$ cat src/rtl/xgmii_rx_axis_64_if.sv
// AXI-Stream frame bus carried out of the XGMII receive decoder.
// No tready: the consumer must accept every beat.
interface xgmii_rx_axis_64_if;
  logic [63:0] tdata;
  logic [7:0]  tkeep;
  logic        tvalid;
  logic        tlast;
  logic        tuser;

  modport master (output tdata, tkeep, tvalid, tlast, tuser);
  modport slave  (input  tdata, tkeep, tvalid, tlast, tuser);
endinterface

$ cat src/rtl/xgmii_rx_axis_64.sv
// XGMII 64-bit receive decoder: strips preamble/SFD, emits frames as AXI-Stream,
// flags aborted/oversized frames and keeps saturating frame/error counters.
//
//  state   | meaning
//  --------+--------------------------------------------------------------
//  IDLE    | between frames, waiting for a start word on lane 0
//  PAYLOAD | inside a frame, words flow through the 1-word hold register
//  DROP    | frame exceeded MAX_FRAME_LEN, discarding until terminate/error
//
// A frame can end with one more beat than the hold register can supply
// (partial terminate word, or the oversize word itself). That beat is parked
// in a pending register and always goes out on the following cycle; the
// state has already left PAYLOAD by then, so it never collides with a held
// word. A start word with a bad SFD that arrives mid-frame only aborts the
// current frame; it does not add a separate framing pulse.
module xgmii_rx_axis_64 #(
  parameter int MAX_FRAME_LEN = 1518,
  parameter int COUNT_WIDTH   = 32
) (
  input  logic                   clk,
  input  logic                   rst,
  input  logic [63:0]            xgmii_rxd,
  input  logic [7:0]             xgmii_rxc,
  xgmii_rx_axis_64_if.master     m_axis,
  output logic                   stat_rx_frame,
  output logic                   stat_rx_err_bad_frame,
  output logic                   stat_rx_err_framing,
  output logic [COUNT_WIDTH-1:0] rx_frame_count,
  output logic [COUNT_WIDTH-1:0] rx_err_count
);

  localparam logic [7:0]  CH_START   = 8'hFB;
  localparam logic [7:0]  CH_TERM    = 8'hFD;
  localparam logic [7:0]  CH_ERROR   = 8'hFE;
  localparam logic [63:0] START_WORD = 64'hD5555555555555FB;
  localparam int          LEN_W      = $clog2(MAX_FRAME_LEN + 1);
  localparam logic [LEN_W-1:0] LEN_MAX    = LEN_W'(MAX_FRAME_LEN);
  localparam logic [LEN_W-1:0] WORD_BYTES = LEN_W'(8);

  typedef enum logic [1:0] {IDLE, PAYLOAD, DROP} state_t;

  state_t state_q, state_n;

  logic [2:0]  low_lane;
  logic [7:0]  low_byte;
  logic        any_ctl, has_fe, is_start, start_ok, start_bad, is_term;
  logic [7:0]  term_keep;
  logic [63:0] term_data;

  logic             hold_valid_q, hold_valid_n;
  logic [63:0]      hold_data_q, hold_data_n;
  logic             pend_valid_q, pend_valid_n;
  logic [63:0]      pend_data_q, pend_data_n;
  logic [7:0]       pend_keep_q, pend_keep_n;
  logic             pend_user_q, pend_user_n;
  logic [LEN_W-1:0] rem_q, rem_n;

  logic        out_valid_q, out_valid_n;
  logic [63:0] out_data_q, out_data_n;
  logic [7:0]  out_keep_q, out_keep_n;
  logic        out_last_q, out_last_n;
  logic        out_user_q, out_user_n;
  logic        frame_q, frame_n;
  logic        bad_q, bad_n;
  logic        framing_q, framing_n;

  logic [COUNT_WIDTH-1:0] frame_cnt_q, frame_cnt_n;
  logic [COUNT_WIDTH-1:0] err_cnt_q, err_cnt_n;
  logic [1:0]             err_inc;
  logic [COUNT_WIDTH:0]   err_sum;

  // Decode the incoming word: lowest control lane, FE anywhere, start/terminate.
  always_comb begin
    low_lane  = 3'd0;
    has_fe    = 1'b0;
    term_data = 64'd0;
    for (int i = 7; i >= 0; i--) begin
      if (xgmii_rxc[i]) low_lane = 3'(i);
    end
    for (int i = 0; i < 8; i++) begin
      if (xgmii_rxc[i] && (xgmii_rxd[8*i +: 8] == CH_ERROR)) has_fe = 1'b1;
    end
    any_ctl   = |xgmii_rxc;
    low_byte  = xgmii_rxd[{low_lane, 3'b000} +: 8];
    is_start  = xgmii_rxc[0] && (xgmii_rxd[7:0] == CH_START);
    start_ok  = (xgmii_rxc == 8'h01) && (xgmii_rxd == START_WORD);
    start_bad = is_start && !start_ok;
    is_term   = any_ctl && !has_fe && (low_byte == CH_TERM);
    term_keep = ~(8'hFF << low_lane);
    for (int i = 0; i < 8; i++) begin
      if (term_keep[i]) term_data[8*i +: 8] = xgmii_rxd[8*i +: 8];
    end
  end

  // State register.
  always_ff @(posedge clk) begin
    if (rst) state_q <= IDLE;
    else     state_q <= state_n;
  end

  // Next-state logic.
  always_comb begin
    state_n = state_q;
    unique case (state_q)
      IDLE: begin
        if (start_ok) state_n = PAYLOAD;
      end
      PAYLOAD: begin
        if (!any_ctl) begin
          if (rem_q < WORD_BYTES) state_n = DROP;
        end else if (is_term) begin
          state_n = IDLE;
        end else begin
          state_n = start_ok ? PAYLOAD : IDLE;
        end
      end
      DROP: begin
        if (start_ok)     state_n = PAYLOAD;
        else if (any_ctl) state_n = IDLE;
      end
      default: state_n = IDLE;
    endcase
  end

  // Beat generation, hold/pending bookkeeping, length budget and statistics.
  always_comb begin
    hold_valid_n = hold_valid_q;
    hold_data_n  = hold_data_q;
    pend_valid_n = 1'b0;
    pend_data_n  = 64'd0;
    pend_keep_n  = 8'd0;
    pend_user_n  = 1'b0;
    rem_n        = rem_q;
    out_valid_n  = 1'b0;
    out_data_n   = 64'd0;
    out_keep_n   = 8'd0;
    out_last_n   = 1'b0;
    out_user_n   = 1'b0;
    framing_n    = 1'b0;

    if (pend_valid_q) begin
      out_valid_n = 1'b1;
      out_data_n  = pend_data_q;
      out_keep_n  = pend_keep_q;
      out_last_n  = 1'b1;
      out_user_n  = pend_user_q;
    end

    unique case (state_q)
      IDLE, DROP: begin
        if (start_ok) begin
          hold_valid_n = 1'b0;
          rem_n        = LEN_MAX;
        end else if (start_bad) begin
          framing_n = 1'b1;
        end
      end
      PAYLOAD: begin
        if (!any_ctl) begin
          if (hold_valid_q) begin
            out_valid_n = 1'b1;
            out_data_n  = hold_data_q;
            out_keep_n  = 8'hFF;
          end
          if (rem_q < WORD_BYTES) begin
            hold_valid_n = 1'b0;
            pend_valid_n = 1'b1;
            pend_data_n  = xgmii_rxd;
            pend_keep_n  = 8'hFF;
            pend_user_n  = 1'b1;
          end else begin
            hold_valid_n = 1'b1;
            hold_data_n  = xgmii_rxd;
            rem_n        = rem_q - WORD_BYTES;
          end
        end else if (is_term) begin
          hold_valid_n = 1'b0;
          if (low_lane == 3'd0) begin
            if (hold_valid_q) begin
              out_valid_n = 1'b1;
              out_data_n  = hold_data_q;
              out_keep_n  = 8'hFF;
              out_last_n  = 1'b1;
            end else begin
              framing_n = 1'b1;
            end
          end else begin
            if (hold_valid_q) begin
              out_valid_n = 1'b1;
              out_data_n  = hold_data_q;
              out_keep_n  = 8'hFF;
            end
            pend_valid_n = 1'b1;
            pend_data_n  = term_data;
            pend_keep_n  = term_keep;
            pend_user_n  = (LEN_W'(low_lane) > rem_q);
          end
        end else begin
          hold_valid_n = 1'b0;
          if (hold_valid_q) begin
            out_valid_n = 1'b1;
            out_data_n  = hold_data_q;
            out_keep_n  = 8'hFF;
            out_last_n  = 1'b1;
            out_user_n  = 1'b1;
          end else begin
            framing_n = 1'b1;
          end
          if (start_ok) rem_n = LEN_MAX;
        end
      end
      default: ;
    endcase

    frame_n = out_valid_n && out_last_n && !out_user_n;
    bad_n   = out_valid_n && out_last_n && out_user_n;

    frame_cnt_n = frame_cnt_q;
    if (frame_n && !(&frame_cnt_q)) frame_cnt_n = frame_cnt_q + COUNT_WIDTH'(1);

    err_inc   = {1'b0, bad_n} + {1'b0, framing_n};
    err_sum   = {1'b0, err_cnt_q} + (COUNT_WIDTH+1)'(err_inc);
    err_cnt_n = err_sum[COUNT_WIDTH] ? {COUNT_WIDTH{1'b1}} : err_sum[COUNT_WIDTH-1:0];
  end

  // Datapath and output registers.
  always_ff @(posedge clk) begin
    if (rst) begin
      hold_valid_q <= 1'b0;
      hold_data_q  <= 64'd0;
      pend_valid_q <= 1'b0;
      pend_data_q  <= 64'd0;
      pend_keep_q  <= 8'd0;
      pend_user_q  <= 1'b0;
      rem_q        <= '0;
      out_valid_q  <= 1'b0;
      out_data_q   <= 64'd0;
      out_keep_q   <= 8'd0;
      out_last_q   <= 1'b0;
      out_user_q   <= 1'b0;
      frame_q      <= 1'b0;
      bad_q        <= 1'b0;
      framing_q    <= 1'b0;
      frame_cnt_q  <= '0;
      err_cnt_q    <= '0;
    end else begin
      hold_valid_q <= hold_valid_n;
      hold_data_q  <= hold_data_n;
      pend_valid_q <= pend_valid_n;
      pend_data_q  <= pend_data_n;
      pend_keep_q  <= pend_keep_n;
      pend_user_q  <= pend_user_n;
      rem_q        <= rem_n;
      out_valid_q  <= out_valid_n;
      out_data_q   <= out_data_n;
      out_keep_q   <= out_keep_n;
      out_last_q   <= out_last_n;
      out_user_q   <= out_user_n;
      frame_q      <= frame_n;
      bad_q        <= bad_n;
      framing_q    <= framing_n;
      frame_cnt_q  <= frame_cnt_n;
      err_cnt_q    <= err_cnt_n;
    end
  end

  assign m_axis.tdata           = out_data_q;
  assign m_axis.tkeep           = out_keep_q;
  assign m_axis.tvalid          = out_valid_q;
  assign m_axis.tlast           = out_last_q;
  assign m_axis.tuser           = out_user_q;
  assign stat_rx_frame          = frame_q;
  assign stat_rx_err_bad_frame  = bad_q;
  assign stat_rx_err_framing    = framing_q;
  assign rx_frame_count         = frame_cnt_q;
  assign rx_err_count           = err_cnt_q;

endmodule

$ cat src/flat_wrapper.sv
// flat-port wrapper written by rule: the top's interface ports become plain ports
module xgmii_rx_axis_64_flat 
#(
  parameter int MAX_FRAME_LEN = 1518,
  parameter int COUNT_WIDTH   = 32
)
  (clk, rst, xgmii_rxd, xgmii_rxc, stat_rx_frame, stat_rx_err_bad_frame, stat_rx_err_framing, rx_frame_count, rx_err_count, m_axis_tdata, m_axis_tkeep, m_axis_tvalid, m_axis_tlast, m_axis_tuser);
  xgmii_rx_axis_64_if m_axis_i ();
  input  logic clk;
  input  logic rst;
  input  logic [63:0] xgmii_rxd;
  input  logic [7:0] xgmii_rxc;
  output logic stat_rx_frame;
  output logic stat_rx_err_bad_frame;
  output logic stat_rx_err_framing;
  output logic [COUNT_WIDTH-1:0] rx_frame_count;
  output logic [COUNT_WIDTH-1:0] rx_err_count;
  output wire logic [$bits(m_axis_i.tdata)-1:0] m_axis_tdata;
  output wire logic [$bits(m_axis_i.tkeep)-1:0] m_axis_tkeep;
  output wire logic [$bits(m_axis_i.tvalid)-1:0] m_axis_tvalid;
  output wire logic [$bits(m_axis_i.tlast)-1:0] m_axis_tlast;
  output wire logic [$bits(m_axis_i.tuser)-1:0] m_axis_tuser;
  assign m_axis_tdata = m_axis_i.tdata;
  assign m_axis_tkeep = m_axis_i.tkeep;
  assign m_axis_tvalid = m_axis_i.tvalid;
  assign m_axis_tlast = m_axis_i.tlast;
  assign m_axis_tuser = m_axis_i.tuser;
  xgmii_rx_axis_64 #(.MAX_FRAME_LEN(MAX_FRAME_LEN), .COUNT_WIDTH(COUNT_WIDTH)) u_core (.clk(clk), .rst(rst), .xgmii_rxd(xgmii_rxd), .xgmii_rxc(xgmii_rxc), .m_axis(m_axis_i), .stat_rx_frame(stat_rx_frame), .stat_rx_err_bad_frame(stat_rx_err_bad_frame), .stat_rx_err_framing(stat_rx_err_framing), .rx_frame_count(rx_frame_count), .rx_err_count(rx_err_count));
endmodule
$ cat config.mk
export PLATFORM = sky130hd
export DESIGN_NAME = xgmii_rx_axis_64_flat
export DESIGN_NICKNAME = d
export VERILOG_FILES = /design/src/rtl/xgmii_rx_axis_64_if.sv /design/src/rtl/xgmii_rx_axis_64.sv /design/src/flat_wrapper.sv
export SDC_FILE = /design/constraint.sdc
export NUM_CORES = 1
export LEC_CHECK = 0
export ABC_AREA = 1
export BUFFER_PORTS_ARGS = -buffer_cell sky130_fd_sc_hd__buf_2
export CORE_MARGIN = 2
export CORE_UTILIZATION = 50
export CTS_CLUSTER_SIZE = 10
export DETAILED_ROUTE_END_ITERATION = 8
export GPL_ROUTABILITY_DRIVEN = 1
export PLACE_DENSITY = 0.7
export RECOVER_POWER = 25
export SETUP_SLACK_MARGIN = 0.5
export SYNTH_ARGS = -nofsm -noshare
export SYNTH_HDL_FRONTEND = slang
export SYNTH_SLANG_ARGS = --single-unit
$ cat constraint.sdc
create_clock -name clk -period 4.2 [get_ports clk]
set_clock_uncertainty 0.15 [all_clocks]
set_input_delay 0 -clock clk [delete_from_list [all_inputs] [get_ports clk]]
set_output_delay 0 -clock clk [all_outputs]
set_load 0.02 [all_outputs]
==> results.sh, run 1 <==
export IMPL_drt_pass1_iter_count=7
export IMPL_synth_most_common_cell="dfxtp_1"
export IMPL_io_buffers=215
export IMPL_yosys_top_cells_count="dfxtp_1 (293), nand2_1 (254), nor2_1 (220)"
export IMPL_max_stage_delay_ns=0.53
export IMPL_clk_pin_slew_worst_paths_ns=0.05
export IMPL_dieHeight_um=161.1
export IMPL_area_growth_pct=25.94
export IMPL_syn_num_nets=1679
export IMPL_arrival_ns=3.81
export IMPL_netlist_area_um2=12340
export IMPL_max_freq_mhz=284.4
export IMPL_crit_type="input port to flop"
export IMPL_grt_util_met3=0.04494
export IMPL_die_x_um=161.1
export IMPL_dp_hpwl_mm=23.21
export IMPL_fin_crit_sh=0.8372
export IMPL_fillCellCount=2195
export IMPL_peakVddDrop_v=0.0002730
export IMPL_antenna_found_initial=2
export IMPL_cts_max_level=2
export IMPL_gp_congestion=0.8870
export IMPL_slew_viol_final=0
export IMPL_drive_gt1_frac=0.1401
export IMPL_synth_seq_cells=293
export IMPL_drv_cap=0
export IMPL_worst_pin_slew_ns=1.074
export IMPL_clockBufferDepth=3
export IMPL_ios=216
export IMPL_setup_tns_ns=0
export IMPL_routedWlPerCell_um=15.91
export IMPL_yosys_most_used_dff="dfxtp_1"
export IMPL_total_leakage_power_nw=6.709
export IMPL_grt_met2_usage=0.4179
export IMPL_crit_slowest_cell="dlygate4sd3_1"
export IMPL_hp_class="input port to flop"
export IMPL_met1_usage=0.3654
export IMPL_drtIter0Drc=1000
export IMPL_required_ns=4.50
export IMPL_rsz0062_at_grt="false"
export IMPL_grt_pass1_wl_mm=56.21
export IMPL_wl_mm=35.36
export IMPL_drtAntennaViolNets=0
export IMPL_cts_root_buf="clkbuf_16"
export IMPL_overflow=0
export IMPL_core_region_area_um2=24250
export IMPL_dieArea_um2=25960
export IMPL_grt_max_degree=117
export IMPL_worstSetupStartpointType="input port"
export IMPL_synth_avg_cell_area_um2=7.724
export IMPL_drc=0
export IMPL_grt_pass1_vias=10885
export IMPL_fin_crit_ns=3.516
export IMPL_hold_ws_ns=0.01217
export IMPL_cts_tree="built"
export IMPL_layout_nets=1971
export IMPL_critPathMaxFanout=8
export IMPL_p_per_area_nw_per_um2=369.0
export IMPL_grt_usage=0.2649
export IMPL_via_count=11787
export IMPL_status="finished clean"
export IMPL_yosys_top_cells_area="dfxtp_1 (48%), nand2_1 (7.7%), nor2_1 (6.7%)"
export IMPL_initial_utilization=0.5090
export IMPL_synth_top_cell_area_share=0.4752
export IMPL_yosysWarnings=0
export IMPL_viasPerCell=5.302
export IMPL_hold_viol_final=0
export IMPL_synthDistinctLibCells=54
export IMPL_synth_largest_area_cell="dfxtp_1"
export IMPL_syn_inst=1598
export IMPL_max_slew_margin_rel=0.2839
export IMPL_cts_sinks=293
export IMPL_num_rows=57
export IMPL_grt_busiest_layer="met2"
export IMPL_insertion_delay_ns=0.50
export IMPL_setup_violations=0
export IMPL_numCtsBuffers=36
export IMPL_synth_async_reset_ratio=0
export IMPL_cp_end_kind="flop"
export IMPL_synth_edf_count=0
export IMPL_yosysSeqAreaShare=0.4752
## metal layers
metal / up-vias / share of wire
met5: - / 0.00037
met4: 2 / 0.033
met3: 95 / 0.069
met2: 450 / 0.45
met1: 5418 / 0.45
li1: 5822 / -
## cell type report
type                            count  area (um2)  area share
Tap cell                          324       405.4     0.02608
Inverter                          173       660.6     0.04250
Clock buffer                       43       968.4     0.06230
Timing Repair inverter              1       3.754   0.0002415
Timing Repair Buffer              325        2018      0.1298
Sequential cell                   293        5868      0.3775
Clock inverter                      3       15.01   0.0009659
Multi-Input combinational cell   1060        5603      0.3604
Antenna cell                        1       2.502   0.0001610
## worst max-delay path, delay by kind of cell
kind / cells / cell delay, ns
and+or+nand+nor: 16 / 1.90
buffers and inverters: 8 / 1.15
adders and majority gates: 2 / 0.52
AOI/OAI and AO/OA: 3 / 0.21
## worst paths after layout
kind                               startpoint                                   to  slack, ns  cells past startpoint
max reg2reg    u_core.state_q[0]$_SDFFE_PP0P_   u_core.rx_err_count[17]$_SDFF_PP0_       0.71                     24
min reg2reg  u_core.pend_keep_q[6]$_SDFF_PP0_    u_core.m_axis.tkeep[6]$_SDFF_PP0_       0.29                      1
max                             xgmii_rxd[29]   u_core.rx_err_count[17]$_SDFF_PP0_       0.68                     29
min                             xgmii_rxd[43]  u_core.hold_data_q[43]$_SDFFE_PP0P_       0.01                      5
## what timing repair did
item,CTS,global route
pin swaps,0,26
endpoints found under the setup margin,17,32
gates cloned,1,0
hold buffers,75,4
endpoints found under the hold margin,162,7
resized for setup,4,42
buffers inserted,0,20
## placed cells by master, fill, tap and decap left out, types with 39 or more instances in the layout
master and count:
a211oi_1 63, a21oi_1 105, buf_2 98, clkbuf_1 112, dfxtp_1 291, dlygate4sd3_1 74, inv_1 150, nand2_1 249
nand3_1 81, nor2_1 215, nor3_1 56, o21ai_0 79, xor2_1 39
## flip-flops by register name, summed over array words and instances, names as in the netlist, 2 cells and up
name / count
u_core.hold_data_q: 64
u_core.pend_keep_q: 7
u_core.rx_frame_count: 32
u_core.m_axis.tdata: 64
u_core.rem_q: 11
u_core.state_q: 2
u_core.rx_err_count: 32
u_core.m_axis.tkeep: 8
u_core.pend_data_q: 64
## power by group
group          leakage, nW  total (mW)  internal, mW  switching [mW]
Clock                0.487        2.68          1.60            1.08
Combinational         3.86       0.275         0.112           0.162
Sequential            2.36        2.78          2.78       0.0000109
Total                 6.71        5.74          4.49            1.24
## cell families (layout without fill, tap and decap cells)
family,after synthesis,count (layout),synth area share
XOR/XNOR,57,57,0.04045
adder cells (fa/ha/maj),7,7,0.007704
AND/OR/NAND/NOR,712,712,0.2647
other,0,1,0
buffers and inverters,245,545,0.07826
AO/OA/AOI/OAI,284,284,0.1337
flip-flops,293,293,0.4752
## stage by stage
stage / util / total power [mW] / cells / cell area, um2 / setup WS (ns)
floorplan: - / 2.936 / 1598 / 12340 / 0.7626
global placement: 0.5610 / 3.034 / 2076 / 13600 / 0.2753
detailed placement: 0.5610 / 3.035 / 2076 / 13600 / 0.1466
CTS: 0.6331 / 5.754 / 2198 / 15350 / 0.5015
global route: 0.6411 / 5.912 / 2223 / 15540 / 0.4453
finish: 0.6411 / 5.735 / 2223 / 15540 / 0.6838
Power figures use the tool's default switching activity.
==> run 2, diff against run 1 <==
--- a/config.mk
+++ b/config.mk
@@ -12,7 +12,7 @@
 export CTS_CLUSTER_SIZE = 10
 export DETAILED_ROUTE_END_ITERATION = 8
 export GPL_ROUTABILITY_DRIVEN = 1
-export PLACE_DENSITY = 0.7
+export PLACE_DENSITY = 0.73
 export RECOVER_POWER = 25
 export SETUP_SLACK_MARGIN = 0.5
 export SYNTH_ARGS = -nofsm -noshare
==> constraint.sdc (replaced) <==
create_clock -name clk -period 3 [get_ports clk]
set_clock_uncertainty 0.15 [all_clocks]
set_input_delay 0 -clock clk [delete_from_list [all_inputs] [get_ports clk]]
set_output_delay 0 -clock clk [all_outputs]
set_load 0.02 [all_outputs]
==> run 2 against run 1 <==
- the run now ends with negative setup slack left
- global-route usage up 0.99 points
- first-iteration DRC count down 17%
- critical path type is now flop to flop
- sequential power up 40%
- sequential share of layout area down 2.6 points
- largest cell class unchanged
- register-to-register slack worse by 0.99 ns
- clock power up 34%
- design area up 7.3%
- utilization up 4.7 points
- die area unchanged
- sequential cell count unchanged
==> results.sh, run 2 (same netlist as run 1, synthesis figures left out) <==
export IMPL_cp_end_kind="flop"
export IMPL_grt_met2_usage=0.4544
export IMPL_multi_input_area_um2=5723
export IMPL_peakVddDrop_v=0.0003870
export IMPL_cts_tree="built"
export IMPL_insertion_delay_ns=0.50
export IMPL_fillCellCount=2030
export IMPL_core_region_area_um2=24250
export IMPL_postLayoutCellArea_um2=16680
export IMPL_required_ns=3.30
export IMPL_routedWlPerCell_um=15.84
export IMPL_viasPerCell=5.292
export IMPL_crit_top_cell="nor2_4"
export IMPL_power_frac_seq=0.490
export IMPL_fin_crit_sh=1.095
export IMPL_status="finished with violations"
export IMPL_power_mw=7.948
export IMPL_max_slew_margin_rel=0.3153
export IMPL_dieArea_um2=25960
export IMPL_max_stage_delay_ns=0.37
export IMPL_worstSetupStartpointType="flop"
export IMPL_violations="negative setup slack"
export IMPL_total_leakage_power_nw=7.401
export IMPL_num_rows=57
export IMPL_drv_cap=0
export IMPL_cts_root_buf="clkbuf_16"
export IMPL_grt_util_met3=0.05187
export IMPL_final_common_cell="dfxtp_1"
export IMPL_dp_hpwl_mm=24.40
export IMPL_initial_utilization=0.5090
export IMPL_drtAntennaViolNets=0
export IMPL_hp_class="input port to flop"
export IMPL_wl_mm=37.31
export IMPL_overflow=0
export IMPL_drive_gt1_frac=0.2172
export IMPL_grt_usage=0.2748
export IMPL_layout_nets=2108
export IMPL_dp_slack_ns=-0.6140
export IMPL_ios=216
export IMPL_worst_pin_slew_ns=1.027
export IMPL_area_growth_pct=35.18
export IMPL_hold_viol_final=0
export IMPL_max_freq_mhz=304.5
export IMPL_dpl_cell_area_um2=14860
export IMPL_drt_pass1_iter_count=7
export IMPL_crit_slowest_cell="fa_2"
export IMPL_p_per_area_nw_per_um2=476.3
export IMPL_clockBufferDepth=3
export IMPL_pwr_share_clk=0.450
export IMPL_final_cell_mix="dfxtp_1 (290), nand2_1 (247), nor2_1 (213)"
export IMPL_slew_viol_final=0
export IMPL_comb_power_share=0.060
export IMPL_drtIter0Drc=826
export IMPL_die_x_um=161.1
export IMPL_numCtsBuffers=35
export IMPL_crit_type="flop to flop"
export IMPL_critPathMaxFanout=6
export IMPL_drc=0
export IMPL_regArea_um2=5869
export IMPL_p_sw_frac=0.2175
export IMPL_via_count=12468
export IMPL_internal_power_mw=6.219
export IMPL_met1_usage=0.3585
export IMPL_arrival_ns=3.58
export IMPL_rsz0062_at_grt="true"
export IMPL_setup_violations=32
export IMPL_grt_pass1_wl_mm=58.73
export IMPL_grt_max_degree=117
export IMPL_clk_pin_slew_worst_paths_ns=0.05
export IMPL_setup_tns_ns=-4.809
export IMPL_cts_sinks=293
export IMPL_net_switching_power_mw=1.729
export IMPL_dieHeight_um=161.1
export IMPL_final_setup_worst_slack_ns=-0.2839
export IMPL_io_buffers=215
export IMPL_antenna_found_initial=2
export IMPL_rrSetupSlack_ns=-0.28
export IMPL_gp_congestion=0.8965
export IMPL_fin_crit_ns=3.284
export IMPL_grt_busiest_layer="met2"
export IMPL_path_cells="inv_2 > nor2_4 > inv_2 > nor2_4 > inv_4 > nor2_4 > a22oi_2 > fa_2 > inv_2 > ha_4 > nand2_2 > nor2_2 > and3_4 > nand3_4 > nor2_4 > nand3_4 > nor2_4 > nand3_2 > nor3_4 > nand2_2 > inv_4 > clkbuf_16 > o21ai_2 > inv_1"
export IMPL_grt_pass1_vias=11952
export IMPL_cts_max_level=2
## run 2: final timing paths
| path | start | endpoint | cells after the start |
|---|---|---|---|
| hold reg to reg | u_core.pend_keep_q[3]$_SDFF_PP0_ | u_core.m_axis.tkeep[3]$_SDFF_PP0_ | 1 |
| hold / removal | xgmii_rxc[1] | u_core.pend_keep_q[6]$_SDFF_PP0_ | 7 |
| setup reg to reg | u_core.state_q[0]$_SDFFE_PP0P_ | u_core.rx_err_count[21]$_SDFF_PP0_ | 24 |
| setup / recovery | u_core.state_q[0]$_SDFFE_PP0P_ | u_core.rx_err_count[21]$_SDFF_PP0_ | 24 |
## run 2: repair_timing
item	in CTS	in global routing
pin swaps	13	18
gates resized for setup	19	42
buffers inserted	12	0
hold buffers	70	0
cloned	0	2
setup endpoints to repair	37	77
hold endpoints to repair	174	0
## run 2: cell type report
class,count,share of cell area
tap,324,0.02430
clock buffer,38,0.05377
inverter,173,0.04057
antenna,2,0.0003000
sequential,293,0.3518
multi-input combinational,1060,0.3430
timing repair buffer,464,0.1855
clock inverter,2,0.0008249
## run 2: worst max-delay path: cells and delay by family, from the launching register on
kind / cells / cell delay, ns
buffers and inverters: 7 / 0.57
AO/OA/AOI/OAI: 2 / 0.14
flip-flops: 1 / 0.33
adder cells (fa/ha/maj): 2 / 0.50
AND/OR/NAND/NOR: 13 / 1.52
## run 2: through the flow
step                utilization  hold WS (ns)  std cells
floorplan                     -      -0.05237       1598
global placement         0.6128        0.1140       2230
detailed placement       0.6128        0.1137       2230
CTS                      0.6852      0.002526       2352
global route             0.6881       0.05812       2356
finish                   0.6881       0.02371       2356
## run 2: layer usage
metal	vias to the layer above	part of all wire
li1	6105	-
met1	5847	0.44
met2	424	0.47
met3	92	0.063
met4	0	0.031
met5	-	0
## run 2: power by group through the flow
stage	clock, mW	combinational [mW]	sequential, mW
floorplan	0	0.137	3.98
global placement	0	0.388	3.98
detailed placement	0	0.390	3.98
CTS	3.64	0.461	3.89
global route	3.81	0.510	3.89
finish	3.58	0.478	3.89
==> run 3, diff against run 2 <==
--- a/config.mk
+++ b/config.mk
@@ -12,6 +12,7 @@
 export CTS_CLUSTER_SIZE = 10
 export DETAILED_ROUTE_END_ITERATION = 8
 export GPL_ROUTABILITY_DRIVEN = 1
+export GPL_TIMING_DRIVEN = 0
 export PLACE_DENSITY = 0.73
 export RECOVER_POWER = 25
 export SETUP_SLACK_MARGIN = 0.5
==> run 3 against run 2 <==
- highest routed layer is now met5
- non-clock buffer count fell by 55
- worst setup slack got worse by 0.041 ns
- via count rose by 0.55%
- critical endpoint is now u_core.rx_err_count[29]$_SDFF_PP0_
- clock power rose by 3%
- the run ends with negative hold slack, negative setup slack left
- total power rose by 0.32%
- utilization fell by 1.9 points
- global-route usage rose by 1.7 points
- sequential share of layout area rose by 0.99 points
- largest cell class unchanged
==> results.sh, run 3 (same netlist as run 1, synthesis figures left out) <==
export IMPL_dieHeight_um=161.1
export IMPL_met1_usage=0.3913
export IMPL_dpl_cell_area_um2=13870
export IMPL_drv_cap=0
export IMPL_numCtsBuffers=35
export IMPL_dp_hpwl_mm=26.55
export IMPL_ios=216
export IMPL_final_common_cell="dfxtp_1"
export IMPL_setup_violations=32
export IMPL_grt_busiest_layer="met2"
export IMPL_worst_pin_slew_ns=0.8436
export IMPL_dieArea_um2=25960
export IMPL_cts_root_buf="clkbuf_16"
export IMPL_insertion_delay_ns=0.50
export IMPL_cp_end_kind="flop"
export IMPL_final_setup_worst_slack_ns=-0.3246
export IMPL_grt_pass1_wl_mm=61.14
export IMPL_peakVddDrop_v=0.0004507
export IMPL_arrival_ns=3.58
export IMPL_regArea_um2=5868
export IMPL_initial_utilization=0.5090
export IMPL_wl_mm=39.23
export IMPL_clk_pin_slew_worst_paths_ns=0.06
export IMPL_dp_cells=2136
export IMPL_hp_class="input port to flop"
export IMPL_clockBufferDepth=3
export IMPL_grt_usage=0.2916
export IMPL_grt_met2_usage=0.4692
export IMPL_fillCellCount=2061
export IMPL_crit_start="u_core.state_q[0]$_SDFFE_PP0P_"
export IMPL_fin_crit_sh=1.108
export IMPL_cts_max_level=2
export IMPL_worstSetupStartpointType="flop"
export IMPL_hold_viol_final=1
export IMPL_status="finished with violations"
export IMPL_critPathMaxFanout=4
export IMPL_io_buffers=214
export IMPL_drive_gt1_frac=0.1891
export IMPL_crit_type="flop to flop"
export IMPL_final_cell_mix="dfxtp_1 (291), nand2_1 (241), nor2_1 (212)"
export IMPL_multi_input_area_um2=5796
export IMPL_drc=0
export IMPL_slew_viol_final=0
export IMPL_total_leakage_power_nw=7.110
export IMPL_die_x_um=161.1
export IMPL_cts_tree="built"
export IMPL_p_per_area_nw_per_um2=491.5
export IMPL_viasPerCell=5.441
export IMPL_grt_pass1_vias=11679
export IMPL_area_growth_pct=31.44
export IMPL_required_ns=3.25
export IMPL_core_region_area_um2=24250
export IMPL_fin_crit_ns=3.325
export IMPL_grt_max_degree=11
export IMPL_gp_congestion=0.9595
export IMPL_postLayoutCellArea_um2=16220
export IMPL_max_slew_margin_rel=0.4376
export IMPL_drtIter0Drc=1105
export IMPL_fin_util=0.6691
export IMPL_antenna_found_initial=4
export IMPL_num_rows=57
export IMPL_reg2reg_from="u_core.state_q[0]$_SDFFE_PP0P_"
export IMPL_routedWlPerCell_um=17.02
export IMPL_cts_sinks=293
export IMPL_max_freq_mhz=300.8
export IMPL_rsz0062_at_grt="true"
export IMPL_layout_nets=2053
export IMPL_hold_ws_ns=-0.01282
export IMPL_via_count=12537
export IMPL_overflow=0
export IMPL_drtAntennaViolNets=0
export IMPL_worstHoldStart="xgmii_rxc[0]"
export IMPL_violations="negative hold slack, negative setup slack"
export IMPL_final_cell_count_no_fill=2304
export IMPL_drt_pass1_iter_count=6
export IMPL_grt_util_met3=0.06138
## run 3: worst max-delay path: stages, from the launching register on
cell	delay, ns
dfxtp_2	0.35
inv_2	0.05
nor2_4	0.09
inv_2	0.06
nor2_4	0.11
inv_2	0.07
nor2_2	0.10
a22oi_2	0.10
fa_2	0.38
inv_2	0.08
buf_4	0.10
nand3_1	0.11
nor2_2	0.15
nand2_2	0.10
nor3_4	0.25
nand2_2	0.11
inv_2	0.08
nand2_2	0.09
nor2_4	0.12
nand2_2	0.08
nor3_2	0.15
nand2_1	0.07
a21o_1	0.19
nand2_1	0.05
inv_1	0.04
## run 3: metal layers
layer,wire length [um],up-vias
li1,-,6001
met1,16240,5790
met5,34,-
met2,17930,622
met4,1357,4
met3,3658,120
## run 3: power by group
part           switching, mW  internal (mW)
combinational          0.240          0.144
clock                   1.49           2.21
sequential         0.0000310           3.89
total                   1.73           6.25
## run 3: path summary, 6_finish.rpt
path	end	slack, ns	cells past startpoint
setup / recovery	u_core.rx_err_count[29]$_SDFF_PP0_	-0.32	24
setup reg to reg	u_core.rx_err_count[29]$_SDFF_PP0_	-0.32	24
hold / removal	u_core.pend_keep_q[1]$_SDFF_PP0_	-0.01	6
hold reg to reg	u_core.m_axis.tkeep[5]$_SDFF_PP0_	0.29	1
## run 3: final cells by class
| cell class | instances | share of cell area |
|---|---|---|
| Antenna cell | 2 | 0.0003085 |
| Timing Repair Buffer | 337 | 0.1323 |
| Buffer | 72 | 0.02298 |
| Clock buffer | 43 | 0.05907 |
| Multi-Input combinational cell | 1060 | 0.3572 |
| Inverter | 173 | 0.04149 |
| Tap cell | 324 | 0.02499 |
| Sequential cell | 293 | 0.3617 |
## run 3: per-stage QoR
step | total power, mW | setup WS, ns | hold WS, ns | TNS [ns]
floorplan | 4.114 | -0.3014 | -0.05237 | -6.733
global placement | 4.257 | -1.020 | 0.1126 | -28.71
detailed placement | 4.259 | -1.084 | 0.1156 | -30.85
CTS | 7.987 | -0.3960 | 0.006899 | -10.36
global route | 8.208 | -0.5810 | 0.01617 | -13.93
finish | 7.974 | -0.3246 | -0.01282 | -8.963
## run 3: timing repair
| action | CTS | global route |
|---|---|---|
| hold endpoints to repair | 136 | 1 |
| hold buffers | 72 | 1 |
| buffers inserted | 29 | 19 |
| endpoints found under the setup margin | 114 | 211 |
| resized for setup | 43 | 99 |
| cloned | 2 | 0 |
| pin swaps | 21 | 18 |
